## config.mk

```make
export PLATFORM = sky130hd
export DESIGN_NAME = unified_mem_arbiter
export DESIGN_NICKNAME = d
export VERILOG_FILES = /design/src/rtl/riscv_pipe_pkg.sv /design/src/rtl/arb_prio_pick.sv /design/src/rtl/unified_mem_arbiter.sv
export SDC_FILE = /design/constraint.sdc
export NUM_CORES = 1
export LEC_CHECK = 0
export ABC_CLOCK_PERIOD_IN_PS = 1400
export BUFFER_PORTS_ARGS = -buffer_cell sky130_fd_sc_hd__clkbuf_2
export CAP_MARGIN = 20
export CORE_AREA = 2 2 107 109
export DETAILED_ROUTE_END_ITERATION = 8
export DIE_AREA = 0 0 109 111
export PLACE_DENSITY = 0.46
export SLEW_MARGIN = 40
export SYNTH_ARGS = -nofsm -noshare
export SYNTH_HDL_FRONTEND = slang
export SYNTH_SLANG_ARGS = --single-unit
```

## constraint.sdc

```tcl
create_clock -name clk -period 1.4 [get_ports clk]
set_input_delay 0.28 -clock clk [delete_from_list [all_inputs] [get_ports clk]]
set_output_delay 0.28 -clock clk [all_outputs]
set_load 0.005 [all_outputs]
```

## src/rtl/riscv_pipe_pkg.sv

```systemverilog
// Shared types and defaults for the pipeline's unified memory arbiter.
package riscv_pipe_pkg;

  // Arbiter transaction state: which owner (if any) has a response pending.
  typedef enum logic [1:0] {
    IDLE   = 2'd0,
    BUSY_I = 2'd1,
    BUSY_D = 2'd2,
    BUSY_X = 2'd3
  } arb_state_t;

  // Requester identity used when describing a winner or an owner.
  typedef enum logic [1:0] {
    OWN_NONE = 2'd0,
    OWN_I    = 2'd1,
    OWN_D    = 2'd2
  } arb_owner_t;

  // Default bound on consecutive data grants while a fetch waits.
  localparam int STARVE_MAX_DEF = 4;

endpackage

```

## src/rtl/arb_prio_pick.sv

```systemverilog
// Combinational winner select: data first while under the starvation
// bound, then fetch, then data again. A fetch that is being killed in
// the same cycle is not eligible.
module arb_prio_pick (
  input  logic i_req,
  input  logic d_req,
  input  logic i_kill,
  input  logic i_starve_ok,
  output logic o_pick_i,
  output logic o_pick_d
);

  logic w_fetch_ok;

  assign w_fetch_ok = i_req & ~i_kill;

  // Priority chain; at most one pick is ever high.
  always_comb begin
    o_pick_i = 1'b0;
    o_pick_d = 1'b0;
    if (d_req && i_starve_ok) begin
      o_pick_d = 1'b1;
    end else if (w_fetch_ok) begin
      o_pick_i = 1'b1;
    end else if (d_req) begin
      o_pick_d = 1'b1;
    end
  end

endmodule

```

## src/rtl/unified_mem_arbiter.sv

```systemverilog
// Shares one single-port memory between the fetch port and the load/store
// port. One transaction outstanding at most; responses are steered back to
// their owner, and a killed fetch has its response swallowed.
module unified_mem_arbiter
  import riscv_pipe_pkg::*;
#(
  parameter int ADDR_W     = 32,
  parameter int DATA_W     = 32,
  parameter int STARVE_MAX = STARVE_MAX_DEF
) (
  input  logic                  clk,
  input  logic                  resetn,
  // fetch port
  input  logic                  i_req,
  input  logic [ADDR_W-1:0]     i_addr,
  input  logic                  i_kill,
  output logic                  i_gnt,
  output logic                  i_rvalid,
  output logic [DATA_W-1:0]     i_rdata,
  // load/store port
  input  logic                  d_req,
  input  logic                  d_we,
  input  logic [ADDR_W-1:0]     d_addr,
  input  logic [DATA_W-1:0]     d_wdata,
  input  logic [DATA_W/8-1:0]   d_be,
  output logic                  d_gnt,
  output logic                  d_rvalid,
  output logic [DATA_W-1:0]     d_rdata,
  // memory port
  output logic                  mem_req,
  output logic                  mem_we,
  output logic [ADDR_W-1:0]     mem_addr,
  output logic [DATA_W-1:0]     mem_wdata,
  output logic [DATA_W/8-1:0]   mem_be,
  input  logic                  mem_ready,
  input  logic                  mem_rvalid,
  input  logic [DATA_W-1:0]     mem_rdata
);

  localparam logic [3:0] LP_STARVE_MAX = 4'(STARVE_MAX);

  arb_state_t r_state;
  arb_state_t w_state_next;
  logic [3:0] r_starve_cnt;
  logic [3:0] w_starve_next;
  logic       r_store;

  logic w_slot;
  logic w_starve_ok;
  logic w_pick_i;
  logic w_pick_d;
  logic w_issue_i;
  logic w_issue_d;

  // IDLE is always an issue slot; a busy state frees up in its response cycle.
  assign w_slot      = (r_state == IDLE) | mem_rvalid;
  assign w_starve_ok = (r_starve_cnt < LP_STARVE_MAX);

  arb_prio_pick u_pick (
    .i_req       (i_req),
    .d_req       (d_req),
    .i_kill      (i_kill),
    .i_starve_ok (w_starve_ok),
    .o_pick_i    (w_pick_i),
    .o_pick_d    (w_pick_d)
  );

  assign w_issue_i = w_slot & w_pick_i;
  assign w_issue_d = w_slot & w_pick_d;

  assign mem_req = w_issue_i | w_issue_d;
  assign i_gnt   = w_issue_i & mem_ready;
  assign d_gnt   = w_issue_d & mem_ready;

  // Memory request fields follow the winner; fetch never writes.
  always_comb begin
    mem_we    = 1'b0;
    mem_addr  = '0;
    mem_wdata = '0;
    mem_be    = '0;
    if (w_issue_d) begin
      mem_we    = d_we;
      mem_addr  = d_addr;
      mem_wdata = d_wdata;
      mem_be    = d_be;
    end else if (w_issue_i) begin
      mem_addr  = i_addr;
    end
  end

  // Response steering; a same-cycle kill suppresses the fetch response,
  // and a store acknowledge carries no data.
  always_comb begin
    i_rvalid = (r_state == BUSY_I) & mem_rvalid & ~i_kill;
    d_rvalid = (r_state == BUSY_D) & mem_rvalid;
    i_rdata  = i_rvalid ? mem_rdata : '0;
    d_rdata  = (d_rvalid & ~r_store) ? mem_rdata : '0;
  end

  // Next-state: a slot reissues or drops to IDLE; otherwise hold, except
  // that killing an outstanding fetch marks its response for discard.
  always_comb begin
    w_state_next = r_state;
    if (w_slot) begin
      if (i_gnt) begin
        w_state_next = BUSY_I;
      end else if (d_gnt) begin
        w_state_next = BUSY_D;
      end else begin
        w_state_next = IDLE;
      end
    end else if ((r_state == BUSY_I) && i_kill) begin
      w_state_next = BUSY_X;
    end
  end

  // Starvation counter: counts data grants taken while fetch is waiting.
  always_comb begin
    w_starve_next = r_starve_cnt;
    if (!i_req || i_gnt) begin
      w_starve_next = 4'd0;
    end else if (d_gnt && (r_starve_cnt < LP_STARVE_MAX)) begin
      w_starve_next = r_starve_cnt + 4'd1;
    end
  end

  // State, counter and the store flag of the outstanding data access.
  always_ff @(posedge clk) begin
    if (!resetn) begin
      r_state      <= IDLE;
      r_starve_cnt <= 4'd0;
      r_store      <= 1'b0;
    end else begin
      r_state      <= w_state_next;
      r_starve_cnt <= w_starve_next;
      if (d_gnt) begin
        r_store <= d_we;
      end
    end
  end

endmodule

```

==> flow_summary.json, run 1 <==
{
  "outcome": "complete, but fails checks",
  "violations": "negative setup slack",
  "via_per_inst": 4.271,
  "drv_cap": 0,
  "core_area_sq_um": 11080,
  "antenna_found_initial": 0,
  "ant_nets": 0,
  "grt_pass1_wl_um": 13610,
  "ys_seq_area_frac": 0.08960,
  "seqCellArea_sq_um": 145.1,
  "htree_levels": 1,
  "vias": 2900,
  "yosys_warnings": 0,
  "yosys.area_share.adder": 0.008000,
  "final-hold-violation-count": 0,
  "tightest_slew_ns": 0.2604,
  "yosysMostFrequentCell": "and2_1",
  "syn2layout_area_growth_pct": 193.6,
  "ys_seq_elements": 7,
  "cp_max_fo": 8,
  "fin_nets": 678,
  "yosys-top-cells-count": "and2_1 (82), nor2_1 (40), a22oi_1 (32)",
  "grt_pass1_vias": 2687,
  "cts_tree": "built",
  "syn_avg_cell_area_sq_um": 6.741,
  "fillers": 1091,
  "grt-ovfl-total": 0,
  "final.setup.worst_slack_ns": -0.4273,
  "fp.dieW_um": 109,
  "powerDensity_nw_per_um2": 378.5,
  "cp.arrival_ns": 1.55,
  "slew_violations": 0,
  "synthMuxAreaShare": 0,
  "pre_cts_slack_ns": -0.2363,
  "die_h_um": 111,
  "ir_drop_uv": 319.6,
  "hold_path.class": "input port to flip-flop",
  "root_buffer": "clkbuf_16",
  "final.period_utilization": 1.305,
  "routed_wl_um": 10920,
  "path_class": "flip-flop to output pin",
  "io_pins": 278,
  "synth_ff_type": "dfxtp_1",
  "worstPathCellList": "and3b_2 > nor2b_4 > clkbuf_16 > and2_4 > buf_6",
  "skew_ns": 0.0008791,
  "worstSetupEndpointType": "output pin",
  "postCtsHoldBufs": 0,
  "die-area_sq_um": 12100,
  "multi_input_area_sq_um": 1719,
  "yosys-top-cells-area": "and2_1 (33%), a22oi_1 (15%), and2_4 (11%), nor2_1 (9.6%), dfxtp_1 (9.0%)",
  "synthSimpleGateAreaFrac": 0.6072,
  "initialDrtViolationCount": 86,
  "drive_gt1_frac": 0.8806,
  "synth_top_family_by_area": "simple AND/OR/NAND/NOR gates",
  "num_antenna_cells": 0,
  "yosysTopAreaCell": "and2_1",
  "leakage_nw": 2.464,
  "cts_buffers": 3,
  "cts_sinks": 7,
  "ys_types": 33,
  "insertion_delay_ns": 0.23,
  "dp_hpwl_um": 6682,
  "synth_top_area_frac": 0.3280,
  "drt-wirelength-per-cell_um": 16.09,
  "synth-async-reset-ratio": 0,
  "setup_viol": 139,
  "netlist_instances": 232,
  "grt_usage": 0.1429,
  "synth_nets": 373,
  "clock_path_buffers": 2,
  "synth_edf_count": 0,
  "start_util": 0.1412,
  "post-place-cells": 647,
  "port_buffers": 277,
  "synth_compound_area_frac": 0.2088,
  "critPathSlowestCell": "dfxtp_2",
  "min_period_ns": 1.827,
  "fmax_ghz": 0.5473,
  "cpPeakStageDelay_ns": 0.33,
  "synthXorXnorAreaFrac": 0,
  "rows": 39,
  "rsz0062_at_grt": "true",
  "layout.cells.non_filler": 679,
  "slew_headroom": 0.8260,
  "worst_setup_path_start_kind": "flip-flop",
  "drc": 0,
  "grt_max_degree": 38,
  "dr.pass1.iters": 4,
  "crit_required_ns": 1.12,
  "gp_congestion": 0.7552,
  "clk_pin_slew_ns": 0.04,
  "synth_area_sq_um": 1564
}
## power breakdown
part | internal (mW) | switching, mW | total (mW) | leakage, nW
clock network | 0.379 | 0.113 | 0.493 | 0.0382
registers | 0.206 | 0.00487 | 0.211 | 0.0587
logic | 0.613 | 0.421 | 1.03 | 2.37
total | 1.20 | 0.540 | 1.74 | 2.46
## routing by layer
metal	vias to the layer above	track usage	part of all wire	wire length [um]
met5	-	0	0	0
met1	1346	0.1528	0.35	3862
met4	0	0.01624	0.0087	95
met3	10	0.03057	0.080	876
li1	1393	-	-	-
met2	151	0.2853	0.56	6087
## path summary, 6_finish.rpt
| path | slack [ns] | from | cells past startpoint | to |
|---|---|---|---|---|
| min reg2reg | 0.48 | r_starve_cnt[3] | 2 | r_starve_cnt[3] |
| max reg2reg | -0.32 | r_starve_cnt[2] | 11 | r_starve_cnt[2] |
| min | 0.32 | d_we | 3 | r_store |
| max | -0.43 | r_state[0] | 5 | d_rdata[24] |
## kinds of logic (layout without fill, tap and decap cells)
kind of cell | after synthesis | in the layout
AND/OR/NAND/NOR | 158 | 158
flip-flops | 7 | 7
AO/OA/AOI/OAI | 43 | 43
buffers and inverters | 23 | 327
adder cells (fa/ha/maj) | 1 | 1
## area by class of cell
cell class	instances	share of cell area
Sequential cell	7	0.03161
Tap cell	143	0.03896
Clock buffer	4	0.01717
Timing Repair Buffer	321	0.5362
Inverter	2	0.001635
Multi-Input combinational cell	202	0.3744
## what timing repair did
action                                  in CTS  in global routing
buffers inserted                            10                  6
pin swaps                                    6                 67
cloned                                       8                  8
gates resized for setup                     72                181
endpoints found under the setup margin     137                140
## sequential cells by signal (all words and copies together), names as in the netlist
signal and cells:
r_starve_cnt 4, r_store 1, r_state 2
## worst max-delay path: cells and delay by family, from the launching register on
kind / cells / cell delay (ns)
buf+inv: 2 / 0.30
simple gates: 3 / 0.68
flops: 1 / 0.33
## layout by cell type (no fill, tap or decap), types with 2 or more instances in the layout
| master | synthesis | final |
|---|---|---|
| clkbuf_2 | 0 | 201 |
| and2_4 | 20 | 96 |
| buf_6 | 5 | 67 |
| nor2_1 | 40 | 37 |
| a22oi_2 | 0 | 32 |
| buf_2 | 6 | 15 |
| buf_4 | 1 | 14 |
| buf_12 | 0 | 11 |
| clkbuf_16 | 0 | 10 |
| and2_1 | 82 | 6 |
| dfxtp_2 | 0 | 4 |
| nor2b_4 | 1 | 3 |
| buf_16 | 0 | 3 |
| dfxtp_1 | 7 | 3 |
| nor2_4 | 0 | 2 |
| nand2_4 | 0 | 2 |
| nand2_1 | 4 | 2 |
| buf_8 | 0 | 2 |
## metrics by stage
step	util	TNS (ns)	hold slack (ns)	total power [mW]	cell area (sq um)
3_3_place_gp	0.2904	-17.76	0.4550	0.9509	3217
4_1_cts	0.3475	-46.16	0.3142	1.598	3849
5_1_grt	0.4145	-57.58	0.3393	1.842	4592
3_5_place_dp	0.2904	-19.56	0.4604	0.9615	3217
6_report	0.4145	-50.11	0.3186	1.738	4592
2_1_floorplan	-	-3.576	0.4065	0.5298	1598
No activity file was read; power rests on OpenSTA's default activity.
==> inputs of run 2 (changes only) <==
--- a/config.mk
+++ b/config.mk
@@ -5,13 +5,15 @@
 export SDC_FILE = /design/constraint.sdc
 export NUM_CORES = 1
 export LEC_CHECK = 0
+export ABC_AREA = 1
 export ABC_CLOCK_PERIOD_IN_PS = 1400
 export BUFFER_PORTS_ARGS = -buffer_cell sky130_fd_sc_hd__clkbuf_2
 export CAP_MARGIN = 20
 export CORE_AREA = 2 2 107 109
 export DETAILED_ROUTE_END_ITERATION = 8
 export DIE_AREA = 0 0 109 111
-export PLACE_DENSITY = 0.46
+export PLACE_DENSITY = 0.45
+export SKIP_LAST_GASP = 1
 export SLEW_MARGIN = 40
 export SYNTH_ARGS = -nofsm -noshare
 export SYNTH_HDL_FRONTEND = slang
==> run 2 against run 1 <==
  * The flow still finishes with violations (negative setup slack)
  * Die area unchanged
  * Synthesized area decreased by 8.2%
  * Clock power decreased by 2%
  * Cell count increased by 7.8%
  * Worst hold slack got worse by 0.0012 ns
  * Fmax increased by 4.3%
  * Register-to-register slack improved by 0.26 ns
  * Wire length decreased by 4.7%
  * Power about the same
  * Highest routed layer unchanged
  * Synthesized cell count increased by 21%
  * Largest power group unchanged
==> flow_summary.json, run 2 <==
{
  "outcome": "complete, but fails checks",
  "violations": "negative setup slack",
  "final.period_utilization": 1.251,
  "die_h_um": 111,
  "yosys-top-cells-count": "nor2_1 (109), inv_1 (84), a22o_1 (32)",
  "slew_violations": 0,
  "crit_path_start": "r_state[1]",
  "root_buffer": "clkbuf_16",
  "r2r_end": "r_starve_cnt[1]",
  "routed_wl_um": 10410,
  "initialDrtViolationCount": 90,
  "drv_cap": 0,
  "clock_path_buffers": 2,
  "num_antenna_cells": 0,
  "gp_congestion": 0.8039,
  "largest_register_ffs": 4,
  "die-area_sq_um": 12100,
  "rsz0062_at_grt": "true",
  "grt-ovfl-total": 0,
  "grt_max_degree": 33,
  "final-hold-violation-count": 0,
  "layout_commonest_cell": "clkbuf_2",
  "netlist_instances": 280,
  "largest-register": "r_starve_cnt",
  "cts_tree": "built",
  "setup_viol": 144,
  "via_per_inst": 4.048,
  "synth-async-reset-ratio": 0,
  "syn2layout_area_growth_pct": 164.1,
  "start_util": 0.1296,
  "final.setup.worst_slack_ns": -0.3521,
  "crit_required_ns": 1.12,
  "largest_registers": "r_starve_cnt (4), r_state (2), r_store (1)",
  "drt-wirelength-per-cell_um": 14.22,
  "grt_pass1_wl_um": 12830,
  "drive_gt1_frac": 0.6333,
  "post-place-cells": 703,
  "htree_levels": 1,
  "worstSetupEndpointType": "output pin",
  "ir_drop_uv": 280.3,
  "antenna_found_initial": 0,
  "layout_common_cells": "clkbuf_2 (254), inv_1 (81), nor2_1 (81), a22o_1 (32), nor2_2 (26)",
  "syn_avg_cell_area_sq_um": 5.125,
  "vias": 2963,
  "clk_pin_slew_ns": 0.04,
  "pre_cts_slack_ns": -0.3483,
  "ys_seq_area_frac": 0.09765,
  "dp_hpwl_um": 7797,
  "leakage_nw": 2.488,
  "slew_headroom": 0.6586,
  "tightest_slew_ns": 0.5057,
  "fp.dieW_um": 109,
  "yosys-top-cells-area": "nor2_1 (29%), inv_1 (22%), a22o_1 (20%), dfxtp_1 (9.8%), buf_6 (3.1%)",
  "drc": 0,
  "fin_nets": 731,
  "port_buffers": 277,
  "fillers": 1227,
  "worst_setup_path_start_kind": "flip-flop",
  "ant_nets": 0,
  "cp.arrival_ns": 1.47,
  "cp_max_fo": 16,
  "io_pins": 278,
  "path_class": "flip-flop to output pin",
  "endpoint": "mem_addr[2]",
  "fmax_ghz": 0.5708,
  "p_total_mw": 1.738,
  "synth_top_area_frac": 0.2851,
  "ys_types": 21,
  "cts_buffers": 3,
  "r2r_start": "r_starve_cnt[3]",
  "core_area_sq_um": 11080,
  "seqCellArea_sq_um": 147.6,
  "hold_path.class": "input port to flip-flop",
  "multi_input_area_sq_um": 1032,
  "insertion_delay_ns": 0.23,
  "yosysMostFrequentCell": "nor2_1",
  "cts_sinks": 7,
  "skew_ns": 0.0007823,
  "min_period_ns": 1.752,
  "rows": 39,
  "powerDensity_nw_per_um2": 458.6,
  "place_area_sq_um": 3083,
  "fin_area_sq_um": 3790,
  "synth_edf_count": 0,
  "rrSetupSlack_ns": -0.06,
  "layout.cells.non_filler": 732,
  "yosysTopAreaCell": "nor2_1",
  "ff2ff_path_depth": 8,
  "grt_pass1_vias": 2561,
  "synth_nets": 421,
  "synth_area_sq_um": 1435,
  "dr.pass1.iters": 6,
  "grt_usage": 0.1377,
  "synth_ff_type": "dfxtp_1",
  "ys_seq_elements": 7,
  "yosys_warnings": 0
}
run 2: changes by cell type in the layout (fill, tap and decap cells not counted), sizes merged, moves of 4 or more:
cell	delta
nor2b	-4
and2	-102
a22o	+32
inv	+83
nor2	+72
clkbuf	+50
a22oi	-32
buf	-52
nand2	+9
run 2: worst min-delay path by stage:
stage / to / cells past startpoint / startpoint / slack [ns]
final: r_store / 3 / d_we / 0.32
after global routing: r_store / 3 / d_we / 0.33
after CTS: r_store / 3 / d_we / 0.32
after detailed placement: r_starve_cnt[3] / 2 / r_starve_cnt[3] / 0.44
after global placement: r_starve_cnt[3] / 2 / r_starve_cnt[3] / 0.43
after floorplan: r_store / 2 / resetn / 0.41
run 2: cells by family (layout without fill, tap and decap cells):
family	count (synthesis)	in the layout	synth area share
AOI/OAI and AO/OA	40	40	0.2337
adders and majority gates	1	1	0.008717
and+or+nand+nor	131	131	0.3609
DFF	7	7	0.09764
buffers and inverters	101	410	0.2990
run 2: layout make-up:
type | count | share of cell area
Clock buffer | 4 | 0.02080
Inverter | 85 | 0.08716
Multi-Input combinational cell | 172 | 0.2724
Sequential cell | 7 | 0.03896
Tap cell | 143 | 0.04721
Timing Repair Buffer | 319 | 0.5302
Timing Repair inverter | 2 | 0.003301
run 2: timing repair:
item,CTS,global route
cloned,4,10
hold buffers,0,0
resized for setup,35,67
setup endpoints to repair,142,143
pin swaps,10,8
setup buffers,12,4
run 2: critical path, cell delays in order (launching register included):
cell and delay, ns:
dfxtp_2 0.33, o21ai_4 0.17, buf_4 0.15, nand3_4 0.13
inv_4 0.19, a22o_1 0.16, clkbuf_2 0.11
run 2: stage by stage:
stage	setup TNS [ns]	util	hold WS (ns)
2_1_floorplan	0	-	0.4115
3_3_place_gp	-29.20	0.2783	0.4298
3_5_place_dp	-30.18	0.2783	0.4424
4_1_cts	-46.06	0.3122	0.3235
5_1_grt	-52.20	0.3421	0.3334
6_report	-42.13	0.3421	0.3174
run 2: power by group:
part / switching [mW] / internal (mW) / total, mW
Combinational: 0.475 / 0.566 / 1.04
Clock: 0.105 / 0.379 / 0.484
Sequential: 0.00595 / 0.207 / 0.213
Total: 0.587 / 1.15 / 1.74
run 2: per-layer routing:
layer	track usage	routed length, um	share of wire
met3	0.03469	966	0.093
met5	0	0	0
met4	0.04615	249	0.024
met1	0.1352	3502	0.34
met2	0.2704	5688	0.55
